<file path="src/rtl/seven_seg_pkg.sv">
// Shared constants and state encoding for the 7-segment scan multiplexer.
package seven_seg_pkg;

    localparam int unsigned SEG_W = 7;
    localparam logic [SEG_W-1:0] SEG_BLANK = 7'h7F;

    typedef enum logic [1:0] {
        IDLE  = 2'd0,
        GUARD = 2'd1,
        ON    = 2'd2
    } scan_state_t;

endpackage

</file>
<file path="src/rtl/scan_slot_timer.sv">
// Per-slot cycle counter with guard/slot end strobes and a next-cycle duty (lit) qualifier.
module scan_slot_timer #(
    parameter int unsigned SLOT_CYCLES  = 50000,
    parameter int unsigned GUARD_CYCLES = 500,
    parameter int unsigned LIMIT_W      = 17
) (
    input  logic               clk,
    input  logic               reset,
    input  logic               run,
    input  logic [LIMIT_W-1:0] lit_limit,
    output logic               guard_done_c,
    output logic               slot_done_c,
    output logic               lit_next_c
);

    localparam int unsigned CNT_W = $clog2(SLOT_CYCLES);

    logic [CNT_W-1:0] cnt_q;
    logic [CNT_W-1:0] cnt_d;
    logic [31:0]      on_cnt_c;

    assign guard_done_c = (cnt_q == CNT_W'(GUARD_CYCLES - 1));
    assign slot_done_c  = (cnt_q == CNT_W'(SLOT_CYCLES - 1));

    // Count restarts at every slot boundary and whenever scanning is not running.
    always_comb begin
        cnt_d = cnt_q + CNT_W'(1);
        if (!run || slot_done_c) begin
            cnt_d = '0;
        end
        // Position inside the ON interval for the coming cycle; only meaningful once past guard.
        on_cnt_c   = 32'(cnt_d) - 32'(GUARD_CYCLES);
        lit_next_c = ((on_cnt_c * 32'd16) < 32'(lit_limit));
    end

    always_ff @(posedge clk) begin
        if (reset) begin
            cnt_q <= '0;
        end else begin
            cnt_q <= cnt_d;
        end
    end

endmodule

</file>
<file path="src/rtl/seven_seg_scan_mux.sv">
// Scans a snapshotted frame of per-digit segment patterns onto a shared bus with guard gaps.
// Optional SEVEN_SEG_SCAN_DIM_EN adds a 4-bit brightness input that shortens each digit's lit time.
module seven_seg_scan_mux
    import seven_seg_pkg::*;
#(
    parameter int unsigned NUM_DIGITS   = 4,
    parameter int unsigned SLOT_CYCLES  = 50000,
    parameter int unsigned GUARD_CYCLES = 500
) (
    input  logic                             clk,
    input  logic                             reset,
    input  logic                             en,
    input  logic [NUM_DIGITS-1:0][SEG_W-1:0] seg_in,
`ifdef SEVEN_SEG_SCAN_DIM_EN
    input  logic [3:0]                       brightness,
`endif
    output logic [SEG_W-1:0]                 seg_out,
    output logic [NUM_DIGITS-1:0]            an,
    output logic                             frame_start
);

    localparam int unsigned IDX_W   = $clog2(NUM_DIGITS);
    localparam int unsigned ON_LEN  = SLOT_CYCLES - GUARD_CYCLES;
    localparam int unsigned LIMIT_W = $clog2(ON_LEN * 16 + 1);

    scan_state_t                      state_q, state_d;
    logic [IDX_W-1:0]                 idx_q, idx_d;
    logic [NUM_DIGITS-1:0][SEG_W-1:0] frame_q, frame_d;
    logic [SEG_W-1:0]                 seg_out_q, seg_out_d;
    logic [NUM_DIGITS-1:0]            an_q, an_d;
    logic                             frame_start_q, frame_start_d;
    logic                             snap_c;
    logic                             run_c;
    logic                             guard_done_c;
    logic                             slot_done_c;
    logic                             lit_next_c;
    logic [LIMIT_W-1:0]               lit_limit_c;

`ifdef SEVEN_SEG_SCAN_DIM_EN
    logic [3:0] bright_q, bright_d;

    assign bright_d    = snap_c ? brightness : bright_q;
    assign lit_limit_c = LIMIT_W'(ON_LEN * (32'(bright_q) + 32'd1));

    always_ff @(posedge clk) begin
        if (reset) begin
            bright_q <= 4'hF;
        end else begin
            bright_q <= bright_d;
        end
    end
`else
    assign lit_limit_c = LIMIT_W'(ON_LEN * 16);
`endif

    assign run_c = en && (state_q != IDLE);

    scan_slot_timer #(
        .SLOT_CYCLES  (SLOT_CYCLES),
        .GUARD_CYCLES (GUARD_CYCLES),
        .LIMIT_W      (LIMIT_W)
    ) u_timer (
        .clk          (clk),
        .reset        (reset),
        .run          (run_c),
        .lit_limit    (lit_limit_c),
        .guard_done_c (guard_done_c),
        .slot_done_c  (slot_done_c),
        .lit_next_c   (lit_next_c)
    );

    // Next state, digit index, frame snapshot and the registered output image.
    always_comb begin
        state_d       = state_q;
        idx_d         = idx_q;
        frame_d       = frame_q;
        snap_c        = 1'b0;
        frame_start_d = 1'b0;
        an_d          = '1;
        seg_out_d     = SEG_BLANK;

        case (state_q)
            IDLE: begin
                snap_c  = 1'b1;
                state_d = GUARD;
            end
            GUARD: begin
                if (guard_done_c) begin
                    state_d = ON;
                end
            end
            ON: begin
                if (slot_done_c) begin
                    state_d = GUARD;
                    if (idx_q == IDX_W'(NUM_DIGITS - 1)) begin
                        snap_c = 1'b1;
                    end else begin
                        idx_d = idx_q + IDX_W'(1);
                    end
                end
            end
            default: state_d = IDLE;
        endcase

        if (snap_c) begin
            idx_d         = '0;
            frame_d       = seg_in;
            frame_start_d = 1'b1;
        end

        // Disable overrides everything: drop to IDLE and go dark without finishing the slot.
        if (!en) begin
            state_d       = IDLE;
            idx_d         = '0;
            frame_d       = frame_q;
            snap_c        = 1'b0;
            frame_start_d = 1'b0;
        end

        if ((state_d == ON) && lit_next_c) begin
            an_d[idx_d] = 1'b0;
            seg_out_d   = frame_d[idx_d];
        end
    end

    always_ff @(posedge clk) begin
        if (reset) begin
            state_q       <= IDLE;
            idx_q         <= '0;
            frame_q       <= {NUM_DIGITS{SEG_BLANK}};
            seg_out_q     <= SEG_BLANK;
            an_q          <= '1;
            frame_start_q <= 1'b0;
        end else begin
            state_q       <= state_d;
            idx_q         <= idx_d;
            frame_q       <= frame_d;
            seg_out_q     <= seg_out_d;
            an_q          <= an_d;
            frame_start_q <= frame_start_d;
        end
    end

    assign seg_out     = seg_out_q;
    assign an          = an_q;
    assign frame_start = frame_start_q;

endmodule

</file>
<file path="config.mk">
export PLATFORM = sky130hd
export DESIGN_NAME = seven_seg_scan_mux
export DESIGN_NICKNAME = d
export VERILOG_FILES = /design/src/rtl/seven_seg_pkg.sv /design/src/rtl/scan_slot_timer.sv /design/src/rtl/seven_seg_scan_mux.sv
export SDC_FILE = /design/constraint.sdc
export NUM_CORES = 1
export LEC_CHECK = 0
export CAP_MARGIN = 0
export CORE_MARGIN = 4
export CORE_UTILIZATION = 43
export CTS_CLUSTER_DIAMETER = 50
export DETAILED_ROUTE_END_ITERATION = 10
export HOLD_SLACK_MARGIN = 0.02
export PLACE_DENSITY = 0.67
export SYNTH_ARGS = -nofsm -noshare
export SYNTH_HDL_FRONTEND = slang
export SYNTH_SLANG_ARGS = --single-unit
</file>
<file path="constraint.sdc">
create_clock -name clk -period 8.9 [get_ports clk]
set_clock_uncertainty 0.05 [all_clocks]
set_input_delay 2.67 -clock clk [delete_from_list [all_inputs] [get_ports clk]]
set_output_delay 2.67 -clock clk [all_outputs]
set_load 0.1 [all_outputs]
</file>
=== Yosys cells after proc, flatten, opt, wreduce, memory -nomap -nowiden ===
Cells that the tools add are included.

* $lt $le $gt $ge: 3
* Mux-type cells: 20
* Reductions and logical operators: 9
* $add $sub $neg: 3
* Bitwise logic cells: 3
* Equal/unequal tests: 6

{| class="wikitable"
|+ Operator list
! cell !! number
|-
| $mux 28 || 2
|-
| $lt 32x20->1 const B || 1
|-
| $sub 16x9->17 const B || 1
|-
| $add 16x1->16 const B || 1
|-
| $eq 16x16->1 const B || 1
|-
| $eq 16x9->1 const B || 1
|-
| $mux 16 || 1
|-
| $mux 2 || 8
|-
| $bmux 7 s2 || 1
|-
| $mux 7 || 1
|-
| $eq 2x2->1 const B || 3
|-
| $pmux 2 s3 || 1
|-
| $mux 1 || 4
|-
| $not 4->4 || 1
|-
| $reduce_or 2->1 || 2
|-
| $logic_and 1x1->1 || 3
|-
| $lt 2x3->1 const B || 1
|-
| $add 2x1->2 const B || 1
|-
| $demux 1 s2 || 1
|-
| $eq 2x1->1 const B || 1
|-
| $ge 2x1->1 const B || 1
|-
| $logic_not 2->1 || 1
|-
| $not 1->1 || 2
|-
| $pmux 1 s2 || 1
|-
| 3 further kinds || 3
|}

* Logic and storage cells: 54
* Flip-flop bits (word level): 60

=== Depth between registers and ports, before layout ===
* Depth in word-level cells: 11
* Mapped depth: 10
* Gate-level depth less buffers: 8

=== Cells and area by module ===
Synthesis repeated with hierarchy kept, for this count alone.

* Cells, all modules: 394
* Area total of the unflattened synthesis: 3529.6 sq um

{| class="wikitable"
|+ Modules (own cells, without submodules)
! module !! seq. area each (sq um) !! cells an instance !! area an instance (sq um) !! times used
|-
| seven_seg_scan_mux || 880.8 || 176 || 1860.5 || 1
|-
| scan_slot_timer || 320.3 || 218 || 1669.1 || 1
|}

=== Least setup slack after synthesis ===
No wires, ideal clock.

* Path type: input to register
* Start point: input en
* End point: register seg_out_q[3], in the netlist seg_out[3]
* Library setup time: 0.127 ns
* Required time: 8.723 ns
* Stages: 7
* Arrival time: 4.208 ns
* Slack: 4.515 ns
* Cell sequence: inv_1 > or3_1 > o2111ai_1 > a22oi_1 > a211o_1 > buf_6 > or3_1

* Longest elaborated chain between the ends: 9

{| class="wikitable"
|+ Ends and longest elaborated chain
! what !! line !! source
|-
| from (decl) || seven_seg_scan_mux.sv:12 || <nowiki>input logic en,</nowiki>
|-
| $logic_and 1x1->1 || seven_seg_scan_mux.sv:56 || <nowiki>assign run_c = en && (state_q != IDLE);</nowiki>
|-
| $logic_not 1->1 || scan_slot_timer.sv:28 || <nowiki>if (!run || slot_done_c) begin</nowiki>
|-
| $logic_or 1x1->1 || scan_slot_timer.sv:28 ||
|-
| $mux 16 || scan_slot_timer.sv:28 ||
|-
| $sub 16x9->17 || scan_slot_timer.sv:32 || <nowiki>on_cnt_c = 32'(cnt_d) - 32'(GUARD_CYCLES);</nowiki>
|-
| $lt 32x20->1 || scan_slot_timer.sv:33 || <nowiki>lit_next_c = ((on_cnt_c * 32'd16) < 32'(lit_limit));</nowiki>
|-
| $logic_and 1x1->1 || seven_seg_scan_mux.sv:120 || <nowiki>if ((state_d == ON) && lit_next_c) begin</nowiki>
|-
| $not 1->1 (no source line) || n/a ||
|-
| $reduce_or 2->1 (no source line) || n/a ||
|-
| to (signal assigned) || seven_seg_scan_mux.sv:138 || <nowiki>seg_out_q <= seg_out_d;</nowiki>
|-
| to (decl) || seven_seg_scan_mux.sv:29 || <nowiki>logic [SEG_W-1:0] seg_out_q, seg_out_d;</nowiki>
|}

Parallel ways exist; a longest one is shown, timed or not. The select of a mux whose other input is x is not followed.
A chain may end at the register's enable or synchronous reset.

=== Final worst setup path ===
* Start point: input reset
* End point: register seg_out_q[1], in the netlist seg_out[1]

* Longest elaborated chain between the ends: 1

{| class="wikitable"
|+ Ends and longest elaborated chain
! what !! line !! source
|-
| from (decl) || seven_seg_scan_mux.sv:11 || <nowiki>input logic reset,</nowiki>
|-
| $reduce_or 2->1 (no source line) || n/a ||
|}

No other way between the ends.

==> results.py <==
metrics = {
    "outcome": {
        "outcome": "finished clean",
    },
    "cts": {
        "cts_hold_buffers": 0,
        "numCtsBuffers": 9,
        "ctsResizeCount": 0,
        "clkSlewWorstSetupHoldPaths_ps": 70,
        "cts_tree": "done",
        "postCtsSetupRepairBufs": 0,
        "ctsHtreeMaxLevel": 3,
        "worst_skew_pair.late_latency_ps": 340,
        "cts.path.max_buffers": 2,
        "cts_root_buffer": "clkbuf_8",
        "cts_sinks": 60,
    },
    "global_routing": {
        "gr-usage-met2_pct": 25.20,
        "grt_max_degree": 30,
        "grtUsageTotal_pct": 16.92,
        "antenna_found_initial": 0,
        "grtUsageMet3_pct": 4.836,
        "gr-usage-met1_pct": 23.14,
        "grt-ovfl-total": 0,
        "first_global_vias": 2100,
        "top_usage_layer": "met2",
        "grt_pass1_wl_mm": 10.27,
    },
    "yosys": {
        "synth_most_common_cell": "dfxtp_1",
        "syn_avg_cell_area_um2": 9.876,
        "synth_edf_count": 0,
        "mappedNetlistNets": 322,
        "synth_common_cells": "60 x dfxtp_1, 30 x mux2i_1, 29 x nand2b_1, 26 x nor2_1, 13 x o22ai_1",
        "synthFlopType": "dfxtp_1",
        "synth_area_um2": 2864,
        "yosysTopAreaCellShare_pct": 41.94,
        "synth.area.top_cells": "dfxtp_1 42%, mux2i_1 10%, nand2b_1 6.3%",
        "ys_ff_latch": 60,
        "yosysUniqueCellTypes": 62,
        "synth_cells": 290,
        "yosysWarnings": 0,
        "synthArstFlopShare_pct": 0,
        "seq_area_frac_synth_pct": 41.94,
        "yosys.area.top_type": "dfxtp_1",
    },
    "sta": {
        "setup_violations": 0,
        "fmaxAchievable_mhz": 191.2,
        "fin_tns_setup_ps": 0,
        "fin_crit_ps": 5230,
        "tightest_slew_ps": 970.8,
        "hold_violations": 0,
        "rsz0062_at_grt": "false",
        "slew_headroom_pct": 35.08,
        "finalMaxSlewViolations": 0,
        "min_period_over_period_pct": 58.76,
        "worst_hold_slack_ps": 428.2,
    },
    "critical_path": {
        "cp_top_family": "simple AND/OR/NAND/NOR gates",
        "cp.depth": 6,
        "critPathBufInv": 1,
        "cp_max_fo": 29,
        "arrival_ps": 5400,
        "cp-end-kind": "flop",
        "crit_required_ps": 9070,
        "r2r_cells": 7,
        "path_cells": "clkdlybuf4s50_1, or2b_2, nor4_4, a21bo_1, a211o_1, or3_1",
        "crit_slowest_cell": "clkdlybuf4s50_1",
        "critPathLaunchType": "input port",
        "critical_path_class": "in -> reg",
        "critical_path.max_stage_delay_ps": 850,
    },
    "drt": {
        "drt_iter0_drc": 137,
        "drc": 0,
        "ant_nets": 0,
        "wl_per_cell_um": 15.24,
        "num_vias": 2173,
        "drt_wl_total_mm": 6.188,
        "drt-pass1-iter-count": 4,
        "viasPerCell": 5.352,
    },
    "layout": {
        "final_area_um2": 3413,
        "final_layout_size_suffix_gt1_share_pct": 10.94,
        "diodes": 0,
        "nets": 356,
        "syn2layout_area_growth_pct": 19.18,
    },
    "floorplanning": {
        "die_width_um": 89.61,
        "start_util_pct": 44.59,
        "std_cell_rows": 29,
        "core_area_um2": 6422,
        "design.die.area_um2": 8030,
        "fp.dieH_um": 89.61,
        "ioPinCount": 43,
    },
    "hold_path": {
        "hp-class": "reg -> reg",
        "hold_path_depth": 2,
    },
    "pwr": {
        "peakVddDrop_v": 0.0001114,
        "power_leakage_nw": 1.216,
        "power.density_nw_per_um2": 166.1,
    },
    "place": {
        "numPortBuffers": 42,
        "dpl.hpwl_mm": 4.349,
        "gp_congestion": 0.8229,
        "place_area_um2": 3222,
    },
    "run": {
        "drv_cap": 0,
    },
}
power by group:
part           total, mW  switching [mW]  internal (mW)  leakage [nW]
clock network      0.240           0.111          0.129        0.0927
logic             0.0470          0.0214         0.0257         0.633
registers          0.280         0.00287          0.277         0.490
state kept, by name (all words and copies together), names as in the netlist:
signal / count
frame_q: 28
u_timer.cnt_q: 16
seg_out: 7
an: 4
idx_q: 2
state_q: 2
frame_start: 1
kinds of logic (layout without fill, tap and decap cells):
| family | count (synthesis) | after routing | synth area share [%] |
|---|---|---|---|
| flops | 60 | 60 | 41.94 |
| fa+ha+maj | 1 | 1 | 0.4368 |
| mux | 31 | 31 | 10.88 |
| buf+inv | 24 | 63 | 6.203 |
| simple gates | 124 | 124 | 26.17 |
| compound gates | 36 | 36 | 10.09 |
| xor+xnor | 14 | 14 | 4.281 |
layout by cell type, fill, tap and decap left out, types with 3 or more instances in the layout:
cell	n
dfxtp_1	60
clkdlybuf4s50_1	42
mux2i_1	30
nand2b_1	29
nor2_1	26
o22ai_1	13
nand2_1	11
nand3_1	9
or3_1	9
xnor2_1	9
clkbuf_8	9
nand4_1	6
xor2_1	5
inv_1	5
nor3_1	5
or2_2	4
nor4_1	3
a31oi_1	3
cell type report:
type | instances | area [um^2]
clock inverters | 6 | 63.81
fillers | 616 | 3009
clock buffers | 10 | 127.6
flip-flops and latches | 60 | 1201
repair buffers | 42 | 420.4
well taps | 77 | 96.34
inverters | 5 | 18.77
multi-input cells | 206 | 1485
stage by stage:
stage                     worst slack (ps)  total power, mW  cells  utilization (%)
after detailed placement              3351           0.3329    390            50.17
final                                 3670           0.5669    406            53.15
after CTS                             3691           0.5717    406            53.15
after global routing                  3501           0.5914    406            53.15
after floorplan                       4515           0.3149    290                -
after global placement                3388           0.3321    390            50.17
worst min-delay path, delay by kind of cell (launching register included):
| family | cells | cell delay, ps |
|---|---|---|
| DFF | 1 | 310 |
| muxes | 1 | 70 |
| and+or+nand+nor | 1 | 70 |
layer usage:
metal | vias up | part of all wire, % | routed length (um)
li1 | 1103 | - | -
met1 | 1031 | 50 | 3074
met2 | 32 | 45 | 2805
met3 | 7 | 3.5 | 217
met4 | 0 | 1.5 | 91
met5 | - | 0 | 0
final timing paths:
path                                    start                     to  slack [ps]
setup reg to reg  u_timer.cnt_q[4]$_SDFF_PP0_  seg_out[1]$_SDFF_PP1_        5620
hold reg to reg         frame_q[4]$_SDFF_PP1_  frame_q[4]$_SDFF_PP1_         430
hold / removal          frame_q[4]$_SDFF_PP1_  frame_q[4]$_SDFF_PP1_         430
setup / recovery                        reset  seg_out[1]$_SDFF_PP1_        3670
No activity file was read; power rests on OpenSTA's default activity.
